## config.mk

```make
export PLATFORM = sky130hd
export DESIGN_NAME = f2f_share_ctrl_flat
export DESIGN_NICKNAME = d
export VERILOG_FILES = /design/src/rtl/f2f_share_ctrl_pkg.sv /design/src/rtl/f2f_share_ctrl_if.sv /design/src/rtl/f2f_share_ctrl_fixed_to_float.sv /design/src/rtl/f2f_share_ctrl_rr_arbiter.sv /design/src/rtl/f2f_share_ctrl.sv /design/src/flat_wrapper.sv
export SDC_FILE = /design/constraint.sdc
export NUM_CORES = 1
export LEC_CHECK = 0
export CAP_MARGIN = 5
export CORE_AREA = 2 2 99 101
export CTS_BUF_LIST = sky130_fd_sc_hd__clkbuf_4
export DETAILED_ROUTE_END_ITERATION = 10
export DIE_AREA = 0 0 101 103
export PLACE_DENSITY = 0.9
export SLEW_MARGIN = 30
export SYNTH_ARGS = -nofsm -noshare
export SYNTH_HDL_FRONTEND = slang
export SYNTH_HIERARCHICAL = 1
export SYNTH_SLANG_ARGS = --single-unit
```

## constraint.sdc

```tcl
create_clock -name i_clk -period 10.08 [get_ports i_clk]
set_clock_uncertainty 0.05 [all_clocks]
set_input_delay 2.016 -clock i_clk [delete_from_list [all_inputs] [get_ports i_clk]]
set_output_delay 2.016 -clock i_clk [all_outputs]
set_load 0.05 [all_outputs]
```

## src/rtl/f2f_share_ctrl_pkg.sv

```systemverilog
// Shared constants and types for the fixed-to-float sharing controller.
package f2f_pkg;
  localparam int FIXED_W = 16;
  localparam int FLOAT_W = 32;

  localparam logic [FLOAT_W-1:0] FLOAT_ZERO    = 32'h0000_0000;
  localparam logic [FLOAT_W-1:0] FLOAT_NEG_MIN = 32'hC700_0000;
  localparam logic [FIXED_W-1:0] FIXED_NEG_MIN = 16'h8000;

  typedef struct packed {
    logic [FIXED_W-1:0] sample;
    logic [3:0]         ch;
  } s1_entry_t;
endpackage

```

## src/rtl/f2f_share_ctrl_if.sv

```systemverilog
// Channel-side and float-side handshake bundle for f2f_share_ctrl.
interface f2f_share_ctrl_if #(
  parameter int N_CH = 4
) ();
  localparam int CH_W = $clog2(N_CH);

  logic [N_CH-1:0]    i_valid;
  logic [16*N_CH-1:0] i_fixed;
  logic [N_CH-1:0]    o_ready;
  logic               o_valid;
  logic [31:0]        o_float;
  logic [CH_W-1:0]    o_ch;
  logic               i_ready;
  logic [15:0]        o_count;

  modport slave (
    input  i_valid, i_fixed, i_ready,
    output o_ready, o_valid, o_float, o_ch, o_count
  );

  modport master (
    output i_valid, i_fixed, i_ready,
    input  o_ready, o_valid, o_float, o_ch, o_count
  );
endinterface

```

## src/rtl/f2f_share_ctrl_fixed_to_float.sv

```systemverilog
// Combinational signed 16-bit integer to IEEE-754 single converter.
// Zero and -32768 are not handled here; the caller overrides those codes.
module f2f_share_ctrl_fixed_to_float
  import f2f_pkg::*;
(
  input  logic [FIXED_W-1:0] fixed_i,
  output logic [FLOAT_W-1:0] float_o
);
  logic        neg;
  logic [14:0] mag;
  logic [3:0]  msb;
  logic [13:0] frac;
  logic [7:0]  expo;

  always_comb begin
    neg  = fixed_i[15];
    mag  = neg ? (~fixed_i[14:0] + 15'd1) : fixed_i[14:0];
    msb  = 4'd0;
    for (int i = 0; i < 15; i++) begin
      if (mag[i]) msb = 4'(i);
    end
    // normalise so the leading one lands on bit 14, then drop it
    frac    = 14'(mag << (4'd14 - msb));
    expo    = 8'd127 + {4'd0, msb};
    float_o = {neg, expo, frac, 9'd0};
  end
endmodule

```

## src/rtl/f2f_share_ctrl_rr_arbiter.sv

```systemverilog
// Round-robin arbiter: first request strictly after 'last', wrapping.
module rr_arbiter #(
  parameter int N     = 4,
  parameter int IDX_W = $clog2(N)
) (
  input  logic [N-1:0]     req_i,
  input  logic [IDX_W-1:0] last_i,
  input  logic             enable_i,
  output logic [N-1:0]     grant_o,
  output logic [IDX_W-1:0] idx_o,
  output logic             found_o
);
  always_comb begin
    found_o = 1'b0;
    idx_o   = '0;
    for (int i = 1; i <= N; i++) begin
      if (!found_o && req_i[(int'(last_i) + i) % N]) begin
        found_o = 1'b1;
        idx_o   = IDX_W'((int'(last_i) + i) % N);
      end
    end
    grant_o = (found_o && enable_i) ? ({{(N-1){1'b0}}, 1'b1} << idx_o) : '0;
  end
endmodule

```

## src/rtl/f2f_share_ctrl.sv

```systemverilog
// Shares one fixed_to_float converter across N_CH channels through a
// two-stage pipeline with round-robin grant and boundary-code correction.
module f2f_share_ctrl
  import f2f_pkg::*;
#(
  parameter  int N_CH = 4,
  localparam int CH_W = $clog2(N_CH)
) (
  input  logic            i_clk,
  input  logic            i_rst,
  f2f_share_ctrl_if.slave bus
);
  s1_entry_t          s1_q, s1_d;
  logic               s1_valid_q, s1_valid_d;
  logic [CH_W-1:0]    last_q, last_d;
  logic [FLOAT_W-1:0] o_float_q, o_float_d;
  logic [CH_W-1:0]    o_ch_q, o_ch_d;
  logic               o_valid_q, o_valid_d;
  logic [15:0]        count_q, count_d;

  logic               adv1, adv2, arb_en, found, accept;
  logic [CH_W-1:0]    win_idx;
  logic [N_CH-1:0]    grant;
  logic [FIXED_W-1:0] win_sample;
  logic [FLOAT_W-1:0] conv_out, conv_fix;
  logic               unused_ch;

  assign adv2   = !o_valid_q || bus.i_ready;
  assign adv1   = !s1_valid_q || adv2;
  assign arb_en = adv1 && !i_rst;
  assign accept = found && arb_en;

  rr_arbiter #(.N(N_CH), .IDX_W(CH_W)) u_arb (
    .req_i    (bus.i_valid),
    .last_i   (last_q),
    .enable_i (arb_en),
    .grant_o  (grant),
    .idx_o    (win_idx),
    .found_o  (found)
  );

  assign win_sample = bus.i_fixed[int'(win_idx)*FIXED_W +: FIXED_W];

  f2f_share_ctrl_fixed_to_float u_conv (
    .fixed_i (s1_q.sample),
    .float_o (conv_out)
  );

  // the converter has no zero case and cannot express a 2^15 magnitude
  always_comb begin
    conv_fix = conv_out;
    if (s1_q.sample == '0)                conv_fix = FLOAT_ZERO;
    else if (s1_q.sample == FIXED_NEG_MIN) conv_fix = FLOAT_NEG_MIN;
  end

  assign unused_ch = ^s1_q.ch;

  always_comb begin
    s1_d       = s1_q;
    s1_valid_d = s1_valid_q;
    last_d     = last_q;
    o_float_d  = o_float_q;
    o_ch_d     = o_ch_q;
    o_valid_d  = o_valid_q;
    count_d    = count_q;
    if (adv1) begin
      s1_valid_d = accept;
      if (accept) begin
        s1_d.sample = win_sample;
        s1_d.ch     = 4'(win_idx);
        last_d      = win_idx;
      end
    end
    if (adv2) begin
      o_valid_d = s1_valid_q;
      if (s1_valid_q) begin
        o_float_d = conv_fix;
        o_ch_d    = s1_q.ch[CH_W-1:0];
      end
    end
    if (o_valid_q && bus.i_ready) count_d = count_q + 16'd1;
  end

  always_ff @(posedge i_clk) begin
    if (i_rst) begin
      s1_q       <= '0;
      s1_valid_q <= 1'b0;
      last_q     <= CH_W'(N_CH - 1);
      o_float_q  <= '0;
      o_ch_q     <= '0;
      o_valid_q  <= 1'b0;
      count_q    <= '0;
    end else begin
      s1_q       <= s1_d;
      s1_valid_q <= s1_valid_d;
      last_q     <= last_d;
      o_float_q  <= o_float_d;
      o_ch_q     <= o_ch_d;
      o_valid_q  <= o_valid_d;
      count_q    <= count_d;
    end
  end

  assign bus.o_ready = grant;
  assign bus.o_valid = o_valid_q;
  assign bus.o_float = o_float_q;
  assign bus.o_ch    = o_ch_q;
  assign bus.o_count = count_q;
endmodule

```

## src/flat_wrapper.sv

```systemverilog
// flat-port wrapper written by rule: the top's interface ports become plain ports
module f2f_share_ctrl_flat import f2f_pkg::*;
#(
  parameter  int N_CH = 4,
  localparam int CH_W = $clog2(N_CH)
)
  (i_clk, i_rst, bus_i_valid, bus_i_fixed, bus_i_ready, bus_o_ready, bus_o_valid, bus_o_float, bus_o_ch, bus_o_count);
  f2f_share_ctrl_if #(.N_CH(N_CH)) bus_i ();
  input  logic i_clk;
  input  logic i_rst;
  input wire logic [$bits(bus_i.i_valid)-1:0] bus_i_valid;
  input wire logic [$bits(bus_i.i_fixed)-1:0] bus_i_fixed;
  input wire logic [$bits(bus_i.i_ready)-1:0] bus_i_ready;
  output wire logic [$bits(bus_i.o_ready)-1:0] bus_o_ready;
  output wire logic [$bits(bus_i.o_valid)-1:0] bus_o_valid;
  output wire logic [$bits(bus_i.o_float)-1:0] bus_o_float;
  output wire logic [$bits(bus_i.o_ch)-1:0] bus_o_ch;
  output wire logic [$bits(bus_i.o_count)-1:0] bus_o_count;
  assign bus_i.i_valid = bus_i_valid;
  assign bus_i.i_fixed = bus_i_fixed;
  assign bus_i.i_ready = bus_i_ready;
  assign bus_o_ready = bus_i.o_ready;
  assign bus_o_valid = bus_i.o_valid;
  assign bus_o_float = bus_i.o_float;
  assign bus_o_ch = bus_i.o_ch;
  assign bus_o_count = bus_i.o_count;
  f2f_share_ctrl #(.N_CH(N_CH)) u_core (.i_clk(i_clk), .i_rst(i_rst), .bus(bus_i));
endmodule
```

Word level (Yosys, flattened, before mapping). Index checks and enable logic that the tools add are counted.

Register bits after elaboration: 72. Bits of input ports: 71. Output and inout bits: 55. Logic and storage cells: 88.

$add $sub $neg: 8. Magnitude comparators: 4. Equal/unequal tests: 1. Shift operators: 3. Mux-type cells: 38. Bitwise operators: 5. Reductions and logical operators: 21.

Operators by type and width (number): two-way mux 32 bit (2); indexed part select 64 x 7 -> 16 bit (1); two-way mux 4 bit (14); adder 16 x 1 -> 16 bit (second input constant) (1); equality test 16 bit (second input constant) (1); zero test 16 bit (1); less-than comparator 3 x 4 -> 1 bit (second input constant) (4); adder 15 x 1 -> 15 bit (second input constant) (1); two-way mux 15 bit (1); inverter 15 bit (1); left shift 15 x 4 -> 14 bit (1); two-way mux 1 bit (13); adder 7 x 4 -> 8 bit (first input constant) (1); binary-select mux 1 bit (select 2 bit) (4); two-way mux 2 bit (4); OR reduction 2 bit (4); logical AND 1 bit (6); zero test 1 bit (6); adder 2 x 1 -> 2 bit (second input constant) (2); adder 2 bit (second input constant) (2); bitwise AND 1 bit (first input constant) (4); AND reduction 2 bit (2); left shift 1 x 2 -> 4 bit (first input constant) (1); subtractor 4 bit (first input constant) (1); logical OR 1 bit (2).

Logic depth before layout (Yosys ltp). Gate-level depths: netlist of the first run.

Depth after elaboration: 21. Gate-level depth with buffers: 19. Mapped depth without buffers: 17.

Hierarchy. Netlist of the first run, hierarchy kept.

Modules (own cells, without submodules): f2f_share_ctrl (times used 1, cells an instance 349, area an instance 3250.6 um^2, sequential area each 1441.4 um^2); f2f_share_ctrl_fixed_to_float (times used 1, cells an instance 234, area an instance 1706.6 um^2, sequential area each 0.0 um^2); rr_arbiter (times used 1, cells an instance 19, area an instance 143.9 um^2, sequential area each 0.0 um^2).

Worst setup path before layout of the first run. Ideal clock, no wire load.

Path kind: input to output. Start point: in i_rst. End point: out bus_o_ready[1]. Arrival: 3363 ps. Required time: 8014 ps. Setup slack: 4651 ps. Cell stages on the path: 5. Path buffers: 2. Cell sequence: clkbuf_1 -> buf_1 -> a21oi_1 -> nand3b_1 -> nor2b_1.

Longest elaborated chain between the ends: 4.

RTL lines: from (decl) (RTL line flat_wrapper.sv:10) `input logic i_rst;`; zero test 1 bit (RTL line f2f_share_ctrl.sv:30) `assign arb_en = adv1 && !i_rst;`; logical AND 1 bit (RTL line f2f_share_ctrl.sv:30); via u_core.arb_en (RTL line f2f_share_ctrl.sv:21) `logic adv1, adv2, arb_en, found, accept;`; logical AND 1 bit (RTL line f2f_share_ctrl_rr_arbiter.sv:22) `grant_o = (found_o && enable_i) ? ({{(N-1){1'b0}}, 1'b1} << idx_o) : '0;`; two-way mux 4 bit (RTL line f2f_share_ctrl_rr_arbiter.sv:22); to (decl) (RTL line flat_wrapper.sv:14) `output wire logic [$bits(bus_i.o_ready)-1:0] bus_o_ready;`.

The timed path passes the listed nets, and every way through them passes these cells.

Worst setup path in the final report of the first run.
Start point: in bus_i_valid[2]. End point: out bus_o_ready[1].

Longest elaborated chain between the ends: 15. Elaborated cells between the ends (all ways): 29. Those cells by class: shift (1); mux (21); reduce/logical (7).

RTL lines: from (decl) (RTL line flat_wrapper.sv:11) `input wire logic [$bits(bus_i.i_valid)-1:0] bus_i_valid;`; binary-select mux 1 bit (select 2 bit) (RTL line f2f_share_ctrl_rr_arbiter.sv:17) `if (!found_o && req_i[(int'(last_i) + i) % N]) begin`; two-way mux 1 bit (implied by the code) (2 in a row) (RTL line f2f_share_ctrl_rr_arbiter.sv:17); two-way mux 1 bit (RTL line f2f_share_ctrl_rr_arbiter.sv:17); zero test 1 bit (RTL line f2f_share_ctrl_rr_arbiter.sv:17); logical AND 1 bit (RTL line f2f_share_ctrl_rr_arbiter.sv:17); two-way mux 1 bit (RTL line f2f_share_ctrl_rr_arbiter.sv:17); zero test 1 bit (RTL line f2f_share_ctrl_rr_arbiter.sv:17); logical AND 1 bit (RTL line f2f_share_ctrl_rr_arbiter.sv:17); two-way mux 1 bit (RTL line f2f_share_ctrl_rr_arbiter.sv:17); zero test 1 bit (RTL line f2f_share_ctrl_rr_arbiter.sv:17); logical AND 1 bit (RTL line f2f_share_ctrl_rr_arbiter.sv:17); two-way mux 2 bit * (RTL line f2f_share_ctrl_rr_arbiter.sv:17); via u_core.win_idx[0] (RTL line f2f_share_ctrl.sv:22) `logic [CH_W-1:0] win_idx;`; left shift 1 x 2 -> 4 bit * (RTL line f2f_share_ctrl_rr_arbiter.sv:22); two-way mux 4 bit * (RTL line f2f_share_ctrl_rr_arbiter.sv:22).

The timed path passes the listed nets; every way through them passes the cells marked *. The select of a mux whose other input is x is not followed.

==> results_dict.tcl, run 1 <==
set metrics [dict create \
    dp.cells 792 \
    required_ns 8.01 \
    cp_cell_sequence "clkdlybuf4s50_1 > and2b_1 > a21oi_2 > o221ai_4 > nor2b_1 > clkdlybuf4s50_1" \
    fp.dieArea_um2 10400 \
    synth_common_cells "72 x dfxtp_1, 62 x nand2_1, 61 x nor2_1, 42 x nand3_1, 41 x a21oi_1" \
    fillers 765 \
    synth_top_area_share_pct 28.3 \
    drcViolationCount 0 \
    dieHeight_um 103 \
    synth_edf_count 0 \
    yosysMostFrequentCell "dfxtp_1" \
    start_util_pct 53.9 \
    synth_area_um2 5100 \
    max_freq_mhz 153 \
    drt-pass1-iter-count 5 \
    worst_r2r_endpoint "u_core/bus.o_float[19]" \
    leakage_nw 2.34 \
    syn_avg_cell_area_um2 8.47 \
    ys_top_cells_by_area "dfxtp_1 28%, mux4_2 9.3%, a2bb2oi_1 4.6%" \
    arrival_ns 4.49 \
    final_area_um2 6330 \
    finalWirelength_um 12500 \
    syn_to_final_growth_pct 24.2 \
    crit_buf_inv 2 \
    place_congestion 0.944 \
    maxSlewHeadroom_pct 41.6 \
    die_x_um 101 \
    viasPerCell 5.99 \
    drtAntennaViolNets 0 \
    n_antenna_cell 0 \
    critPathLaunchType "primary input" \
    rsz0062_at_grt "no" \
    numCtsBuffers 9 \
    period_needed_ns 6.56 \
    cts-root-buf "clkbuf_4" \
    synth_cell_types 81 \
    setup_tns_ns 0 \
    cpPeakStageDelay_ns 0.81 \
    track_usage_pct 24.1 \
    wl_per_cell_um 15.5 \
    synth_warnings 6 \
    period_share_pct 65.0 \
    status "finished clean" \
    critPathTopFamily "buffers and inverters" \
    drv_cap 0 \
    setup_viol 0 \
    io_buffers 125 \
    cts_buffer_depth 2 \
    core_um2 9460 \
    cts_resized 0 \
    layout-drive-gt1-share_pct 11.2 \
    end_kind "primary output" \
    worstSetupPathType "primary input to primary output" \
    ys_ff_latch 72 \
    final_cells 808 \
    numClockSinks 72 \
    ff2ff_path_depth 17 \
    nets 765 \
    hp-start "u_core/s1_q[1]" \
    syn_inst 602 \
    grt_pass1_vias 4590 \
    grt_max_degree 71 \
    yosysSeqAreaShare_pct 28.3 \
    power.density_nw_per_um2 191 \
    cts_setup_buffers 0 \
    ctsHoldBuffers 0 \
    rows 36 \
    synthArstFlopShare_pct 0 \
    antenna_found_initial 0 \
    crit_top_cell "clkdlybuf4s50_1" \
    tightest_slew_ns 0.876 \
    cp_max_fo 21 \
    dpl_cell_area_um2 6190 \
    r2r-start "u_core/s1_q[4]" \
    grt_overflow 0 \
    ir_worst_vdd_mv 0.0938 \
    synth-main-ff-cell "dfxtp_1" \
    hold_class "flip-flop to flip-flop" \
    via_count 4840 \
    hold_viol_final 0 \
    holdPathEnd "u_core/bus.o_ch[1]" \
    cts_tree "built" \
    io_pins 126 \
    path_clk_slew_ns 0.13 \
    slew_violations 0 \
    insertion_delay_ns 0.43 \
    slowest_stage "clkdlybuf4s50_1" \
    hold_path_depth 2 \
    drt-initial-drc-count 262 \
    yosysTopAreaCell "dfxtp_1" \
    place_hpwl_um 9470 \
    grt_pass1_wl_um 20700 \
    h-tree-depth 3 \
    reg2reg_slack_ns 5.10 \
]
cell usage in the layout, fill, tap and decap left out, types with 9 or more instances in the layout:
cell type        instances
a21oi_1                 41
a2bb2oi_1               27
clkbuf_4                 9
clkdlybuf4s50_1        124
conb_1                   9
dfxtp_1                 71
inv_1                   17
mux4_2                  21
nand2_1                 61
nand3_1                 42
nor2_1                  61
nor3_1                  10
o21ai_0                 15
xnor2_1                 13
xor2_1                  12
cell families (layout without fill, tap and decap cells):
family                     Yosys count  in the layout  synth area share (%)
other                                1              9                0.0735
DFF                                 72             72                  28.3
buffers and inverters               77            161                  8.19
AOI/OAI and AO/OA                  145            145                  21.4
xor gates and xnor gates            27             27                  5.15
and+or+nand+nor                    244            244                  24.1
adders and majority gates            5              5                  1.23
muxes                               31             31                  11.6
final cells by class:
type / count / area, µm² / share of cell area [%]
clock inverter: 7 / 62.6 / 0.988
clock buffer: 9 / 67.6 / 1.07
inverter: 18 / 70.1 / 1.11
multi-input combinational: 461 / 3290 / 51.9
tap: 114 / 143 / 2.25
timing repair buffer: 127 / 1260 / 19.9
sequential: 72 / 1440 / 22.8
per-stage QoR:
step	setup WS, ns	util (%)	total power, mW	hold slack [ns]
floorplan	4.65	-	0.901	0.382
global placement	3.44	65.4	1.01	0.389
detailed placement	3.26	65.4	1.04	0.392
CTS	3.25	66.8	1.21	0.414
global route	3.35	67.0	1.29	0.452
finish	3.52	67.0	1.21	0.415
worst register-to-register path, delay by kind of cell (launching register included):
| kind | cells | cell delay [ns] |
|---|---|---|
| mux | 1 | 0.58 |
| fa+ha+maj | 2 | 0.89 |
| simple gates | 7 | 1.34 |
| flops | 1 | 0.43 |
| compound gates | 4 | 0.90 |
| buf+inv | 3 | 0.68 |
where the power goes:
part	switching, mW	total [mW]	internal (mW)
combinational	0.390	0.688	0.299
sequential	0.0348	0.350	0.316
clock	0.119	0.174	0.0555
total	0.543	1.21	0.670
routing by layer:
layer / global-route usage [%] / part of all wire (%) / vias to the layer above
met2: 42.0 / 51 / 187
met1: 29.8 / 42 / 2268
li1: - / - / 2361
met3: 4.75 / 5.8 / 24
met5: 0 / 0 / -
met4: 8.94 / 1.8 / 0
how the worst max path moves through the flow:
stage / start / endpoint / cells past startpoint
floorplan: i_rst / bus_o_ready[1] / 5
global placement: bus_i_valid[3] / bus_o_ready[3] / 6
detailed placement: bus_i_valid[3] / bus_o_ready[3] / 6
CTS: bus_i_valid[3] / bus_o_ready[3] / 6
global route: bus_i_valid[3] / bus_o_ready[3] / 6
finish: bus_i_valid[2] / bus_o_ready[1] / 6
sequential cells by signal, summed over array words and instances, names as in the netlist:
register	count
u_core/bus.o_ch	2
u_core/bus.o_count	16
u_core/bus.o_float	32
u_core/bus.o_valid	1
u_core/last_q	2
u_core/s1_q	18
u_core/s1_valid_q	1
No activity file was read; power rests on OpenSTA's default activity.
==> run 2: changes to the inputs <==
--- a/config.mk
+++ b/config.mk
@@ -6,11 +6,11 @@
 export NUM_CORES = 1
 export LEC_CHECK = 0
 export CAP_MARGIN = 5
-export CORE_AREA = 2 2 99 101
+export CORE_AREA = 2 2 108 110
 export CTS_BUF_LIST = sky130_fd_sc_hd__clkbuf_4
 export DETAILED_ROUTE_END_ITERATION = 10
-export DIE_AREA = 0 0 101 103
-export PLACE_DENSITY = 0.9
+export DIE_AREA = 0 0 110 112
+export PLACE_DENSITY = 0.81
 export SLEW_MARGIN = 30
 export SYNTH_ARGS = -nofsm -noshare
 export SYNTH_HDL_FRONTEND = slang
==> constraint.sdc (replaced) <==
create_clock -name i_clk -period 6 [get_ports i_clk]
set_clock_uncertainty 0.05 [all_clocks]
set_input_delay 1.2 -clock i_clk [delete_from_list [all_inputs] [get_ports i_clk]]
set_output_delay 1.2 -clock i_clk [all_outputs]
set_load 0.05 [all_outputs]
==> run 2 against run 1 <==
Effect of this change: flip-flop and latch count unchanged; routed wire length increased by 2.2%; clock power rose by 84%; critical endpoint is now u_core/bus.o_float[19]; die area grew 18%; cell area is 0.99% higher; sequential power is 67% higher; largest cell class unchanged; via count down 0.45%; first-iteration DRC count grew 41%; register-to-register slack got worse by 3.9 ns; non-clock buffer count grew 4; highest routed layer unchanged; critical path depth is 9 higher.
==> results_dict.tcl, run 2 (synthesis gave the netlist of run 1 again) <==
set metrics [dict create \
    status "finished clean" \
    io_pins 126 \
    layout_common_cells "124 x clkdlybuf4s50_1, 72 x dfxtp_1, 61 x nor2_1, 61 x nand2_1, 42 x nand3_1" \
    grt_pass1_wl_um 21400 \
    grt_max_degree 70 \
    start_util_pct 45.6 \
    finalWirelength_um 12800 \
    final_area_um2 6400 \
    numClockSinks 72 \
    max_freq_mhz 207 \
    cts_buffer_depth 2 \
    layout-drive-gt1-share_pct 11.3 \
    power.total_mw 2.06 \
    slew_violations 0 \
    final_cells 841 \
    syn_to_final_growth_pct 25.4 \
    power.share.clock_pct 15.5 \
    h-tree-depth 3 \
    antenna_found_initial 0 \
    drcViolationCount 0 \
    arrival_ns 5.07 \
    multi_input_area_um2 3280 \
    cts_tree "built" \
    io_buffers 125 \
    drt-initial-drc-count 370 \
    maxSlewHeadroom_pct 49.1 \
    grt_pass1_vias 4635 \
    fillers 998 \
    rows 39 \
    period_needed_ns 4.83 \
    setup_viol 0 \
    end_kind "flip-flop" \
    dieHeight_um 112 \
    setup_tns_ns 0 \
    leakage_nw 2.37 \
    die_x_um 110 \
    drt-pass1-iter-count 5 \
    p_int_mw 1.16 \
    n_antenna_cell 0 \
    cp_max_fo 14 \
    setup_ws_ns 1.17 \
    viasPerCell 5.73 \
    numCtsBuffers 9 \
    dpl_cell_area_um2 6250 \
    wl_per_cell_um 15.2 \
    cts-root-buf "clkbuf_4" \
    p_switching_mw 0.899 \
    period_share_pct 80.5 \
    cts_setup_buffers 0 \
    nets 769 \
    hold_viol_final 0 \
    seq_area_um2 1440 \
    drv_cap 0 \
    hold_class "flip-flop to flip-flop" \
    rsz0062_at_grt "no" \
    path_clk_slew_ns 0.12 \
    grt_overflow 0 \
    drtAntennaViolNets 0 \
    seq_power_share_pct 28.4 \
    ir_worst_vdd_mv 0.244 \
    worstSetupPathType "flip-flop to flip-flop" \
    core_um2 11200 \
    dp.cells 825 \
    dpl_worst_slack_ns 1.21 \
    comb_power_share_pct 56.1 \
    utilization_pct 57.2 \
    fp.dieArea_um2 12300 \
    insertion_delay_ns 0.43 \
    track_usage_pct 21.2 \
    whs_ns 0.414 \
    place_hpwl_um 9690 \
    required_ns 6.24 \
    cts_resized 0 \
    largest_reg_flops 32 \
    swShare_pct 43.6 \
    power.density_nw_per_um2 322 \
    tightest_slew_ns 0.758 \
    via_count 4818 \
    critPathLaunchType "flip-flop" \
    place_congestion 0.925 \
    ctsHoldBuffers 0 \
    final_common_cell "clkdlybuf4s50_1" \
]
run 2: cell types whose count changed in the layout (fill, tap and decap cells not counted), sizes merged:
cell      previous run  this run
buf                  3         7
clkinv               0         4
inv                 22        19
clkinvlp             3         1
bufinv               0         1
run 2: layout make-up:
type | count | area share [%]
timing repair buffer | 131 | 20.2
tap | 143 | 2.80
sequential | 72 | 22.5
multi-input combinational | 461 | 51.2
clock inverter | 7 | 1.12
clock buffer | 9 | 1.06
inverter | 18 | 1.10
run 2: final timing paths:
path	startpoint	to	slack, ns	depth (start not counted)
setup / recovery	u_core/s1_q[6]	u_core/bus.o_float[19]	1.17	15
hold / removal	u_core/s1_q[1]	u_core/s1_q[1]	0.41	2
setup reg to reg	u_core/s1_q[6]	u_core/bus.o_float[19]	1.17	15
hold reg to reg	u_core/s1_q[1]	u_core/s1_q[1]	0.41	2
run 2: worst max-delay path, cell delays in order (launching register included):
cell and delay [ns]:
dfxtp_1 0.49, or4_4 0.70, or4_4 0.57, and2_1 0.18, o211ai_1 0.20, nand2_1 0.10
a21oi_1 0.42, inv_1 0.09, ha_1 0.45, inv_1 0.39, mux4_2 0.57, nand3_1 0.10
o211ai_1 0.09, nand3_1 0.10, a2bb2oi_1 0.16, nor2_1 0.05
run 2: per-layer routing:
metal	GRT usage, %	wire (µm)
met3	3.69	742
met4	9.79	414
met2	34.1	6160
met1	27.4	5480
met5	0	0
run 2: power by group through the flow:
stage / registers, mW / clock network (mW) / logic (mW)
global placement: 0.592 / 0 / 1.12
CTS: 0.585 / 0.327 / 1.15
floorplan: 0.705 / 0 / 0.809
detailed placement: 0.596 / 0 / 1.15
global route: 0.595 / 0.344 / 1.26
finish: 0.585 / 0.320 / 1.16
==> run 3: changes to the inputs <==
--- a/config.mk
+++ b/config.mk
@@ -6,11 +6,11 @@
 export NUM_CORES = 1
 export LEC_CHECK = 0
 export CAP_MARGIN = 5
-export CORE_AREA = 2 2 108 110
+export CORE_AREA = 2 2 103 105
 export CTS_BUF_LIST = sky130_fd_sc_hd__clkbuf_4
 export DETAILED_ROUTE_END_ITERATION = 10
-export DIE_AREA = 0 0 110 112
-export PLACE_DENSITY = 0.81
+export DIE_AREA = 0 0 105 107
+export PLACE_DENSITY = 0.85
 export SLEW_MARGIN = 30
 export SYNTH_ARGS = -nofsm -noshare
 export SYNTH_HDL_FRONTEND = slang
==> constraint.sdc (replaced) <==
create_clock -name i_clk -period 4.5 [get_ports i_clk]
set_clock_uncertainty 0.05 [all_clocks]
set_input_delay 0.9 -clock i_clk [delete_from_list [all_inputs] [get_ports i_clk]]
set_output_delay 0.9 -clock i_clk [all_outputs]
set_load 0.05 [all_outputs]
==> run 3 against run 2 <==
Effect of this change: total power grew 40%; highest routed layer unchanged; largest cell class unchanged; critical path type unchanged; non-clock buffer count grew 12; cell count grew 0.59%; critical endpoint unchanged; sequential power grew 31%.
==> results_dict.tcl, run 3 (synthesis gave the netlist of run 1 again) <==
set metrics [dict create \
    tightest_slew_ns 0.732 \
    numCtsBuffers 9 \
    viasPerCell 5.84 \
    r2r-start "u_core/s1_q[9]" \
    core_um2 10100 \
    grt_pass1_wl_um 21800 \
    status "finished clean" \
    cts_buffer_depth 2 \
    drt-pass1-iter-count 6 \
    fillers 853 \
    worstSetupPathType "flip-flop to flip-flop" \
    ir_worst_vdd_mv 0.244 \
    place_hpwl_um 10200 \
    hp-start "u_core/s1_q[0]" \
    nets 781 \
    finalWirelength_um 13200 \
    antenna_found_initial 0 \
    top_layer "met4" \
    wl_met1_um 5590 \
    required_ns 4.74 \
    end_kind "flip-flop" \
    n_antenna_cell 0 \
    seq_area_um2 1440 \
    startpoint "u_core/s1_q[9]" \
    cts-root-buf "clkbuf_4" \
    grt_pass1_vias 4810 \
    rsz0062_at_grt "no" \
    grt_max_degree 70 \
    hold_class "flip-flop to flip-flop" \
    numClockSinks 72 \
    multi_input_area_um2 3280 \
    start_util_pct 50.5 \
    track_usage_pct 23.5 \
    drcViolationCount 0 \
    final_cells 846 \
    cts_setup_buffers 0 \
    cp_max_fo 14 \
    drtAntennaViolNets 0 \
    period_needed_ns 4.16 \
    io_pins 126 \
    slowest_stage "or4_4" \
    cp_cell_sequence "or4_4 > or4_4 > o32a_1 > a22o_1 > a31oi_2 > nand2b_4 > ha_1 > clkinvlp_4 > mux4_2 > nand3_1 > o211ai_1 > nand3_1 > a2bb2oi_1 > nor2_1" \
    drv_cap 0 \
    setup_tns_ns 0 \
    dr_wl_met2_um 6720 \
    cpPeakStageDelay_ns 0.65 \
    insertion_delay_ns 0.43 \
    via_count 4942 \
    setup_viol 0 \
    rows 37 \
    arrival_ns 4.41 \
    cts_tree "built" \
    final_common_cell "clkdlybuf4s50_1" \
    ctsHoldBuffers 0 \
    die_x_um 105 \
    h-tree-depth 3 \
    grt_overflow 0 \
    period_share_pct 92.6 \
    fp.dieArea_um2 11200 \
    route.met3.wl_um 710 \
    slew_violations 0 \
    layout-drive-gt1-share_pct 13.7 \
    place_congestion 0.925 \
    path_clk_slew_ns 0.12 \
    maxSlewHeadroom_pct 50.9 \
    hold_viol_final 0 \
    syn_to_final_growth_pct 28.1 \
    wl_per_cell_um 15.7 \
    layout_common_cells "121 x clkdlybuf4s50_1, 72 x dfxtp_1, 61 x nor2_1, 61 x nand2_1, 42 x nand3_1" \
    drt-initial-drc-count 351 \
    largest_reg_flops 32 \
    cts_resized 0 \
    io_buffers 125 \
    leakage_nw 2.46 \
    dieHeight_um 107 \
    power.density_nw_per_um2 441 \
    max_freq_mhz 240 \
    critPathLaunchType "flip-flop" \
    dp.cells 830 \
]
run 3: cell type report:
class / instances / share of cell area (%)
clock inverters: 7 / 1.57
clock buffers: 9 / 1.03
repair buffers: 143 / 21.4
flip-flops and latches: 72 / 22.1
multi-input cells: 461 / 50.2
inverters: 18 / 1.13
well taps: 136 / 2.60
run 3: final timing paths:
kind,end,slack [ns],cells after the start
max reg2reg,u_core/bus.o_float[19],0.34,14
max,u_core/bus.o_float[19],0.34,14
min,u_core/bus.o_ch[0],0.41,2
min reg2reg,u_core/bus.o_ch[0],0.41,2
run 3: critical path, delay by kind of cell, from the launching register on:
kind                       cells  cell delay (ns)
and+or+nand+nor                6             1.65
AOI/OAI and AO/OA              5             0.93
muxes                          1             0.53
DFF                            1             0.42
adders and majority gates      1             0.26
buffers and inverters          1             0.19
run 3: routing by layer:
layer	GRT usage (%)	up-vias
met5	0	-
met1	28.6	2354
li1	-	2374
met3	4.26	25
met2	41.9	189
met4	7.62	0
run 3: stage by stage:
| step | util (%) | power (mW) | setup slack (ns) | hold WS (ns) | area (µm²) |
|---|---|---|---|---|---|
| after detailed placement | 63.0 | 2.39 | 0.268 | 0.397 | 6350 |
| after CTS | 64.6 | 2.86 | 0.230 | 0.414 | 6520 |
| final | 64.7 | 2.88 | 0.335 | 0.411 | 6530 |
| after floorplan | - | 2.02 | 0.222 | 0.382 | 5130 |
| after global routing | 64.7 | 3.05 | 0.0637 | 0.439 | 6530 |
| after global placement | 62.9 | 2.34 | 0.377 | 0.397 | 6350 |
run 3: report_power, final:
| part | switching [mW] | internal [mW] | leakage (nW) | total (mW) |
|---|---|---|---|---|
| Clock | 0.249 | 0.232 | 0.0924 | 0.481 |
| Combinational | 0.917 | 0.719 | 1.78 | 1.64 |
| Sequential | 0.0593 | 0.707 | 0.588 | 0.766 |
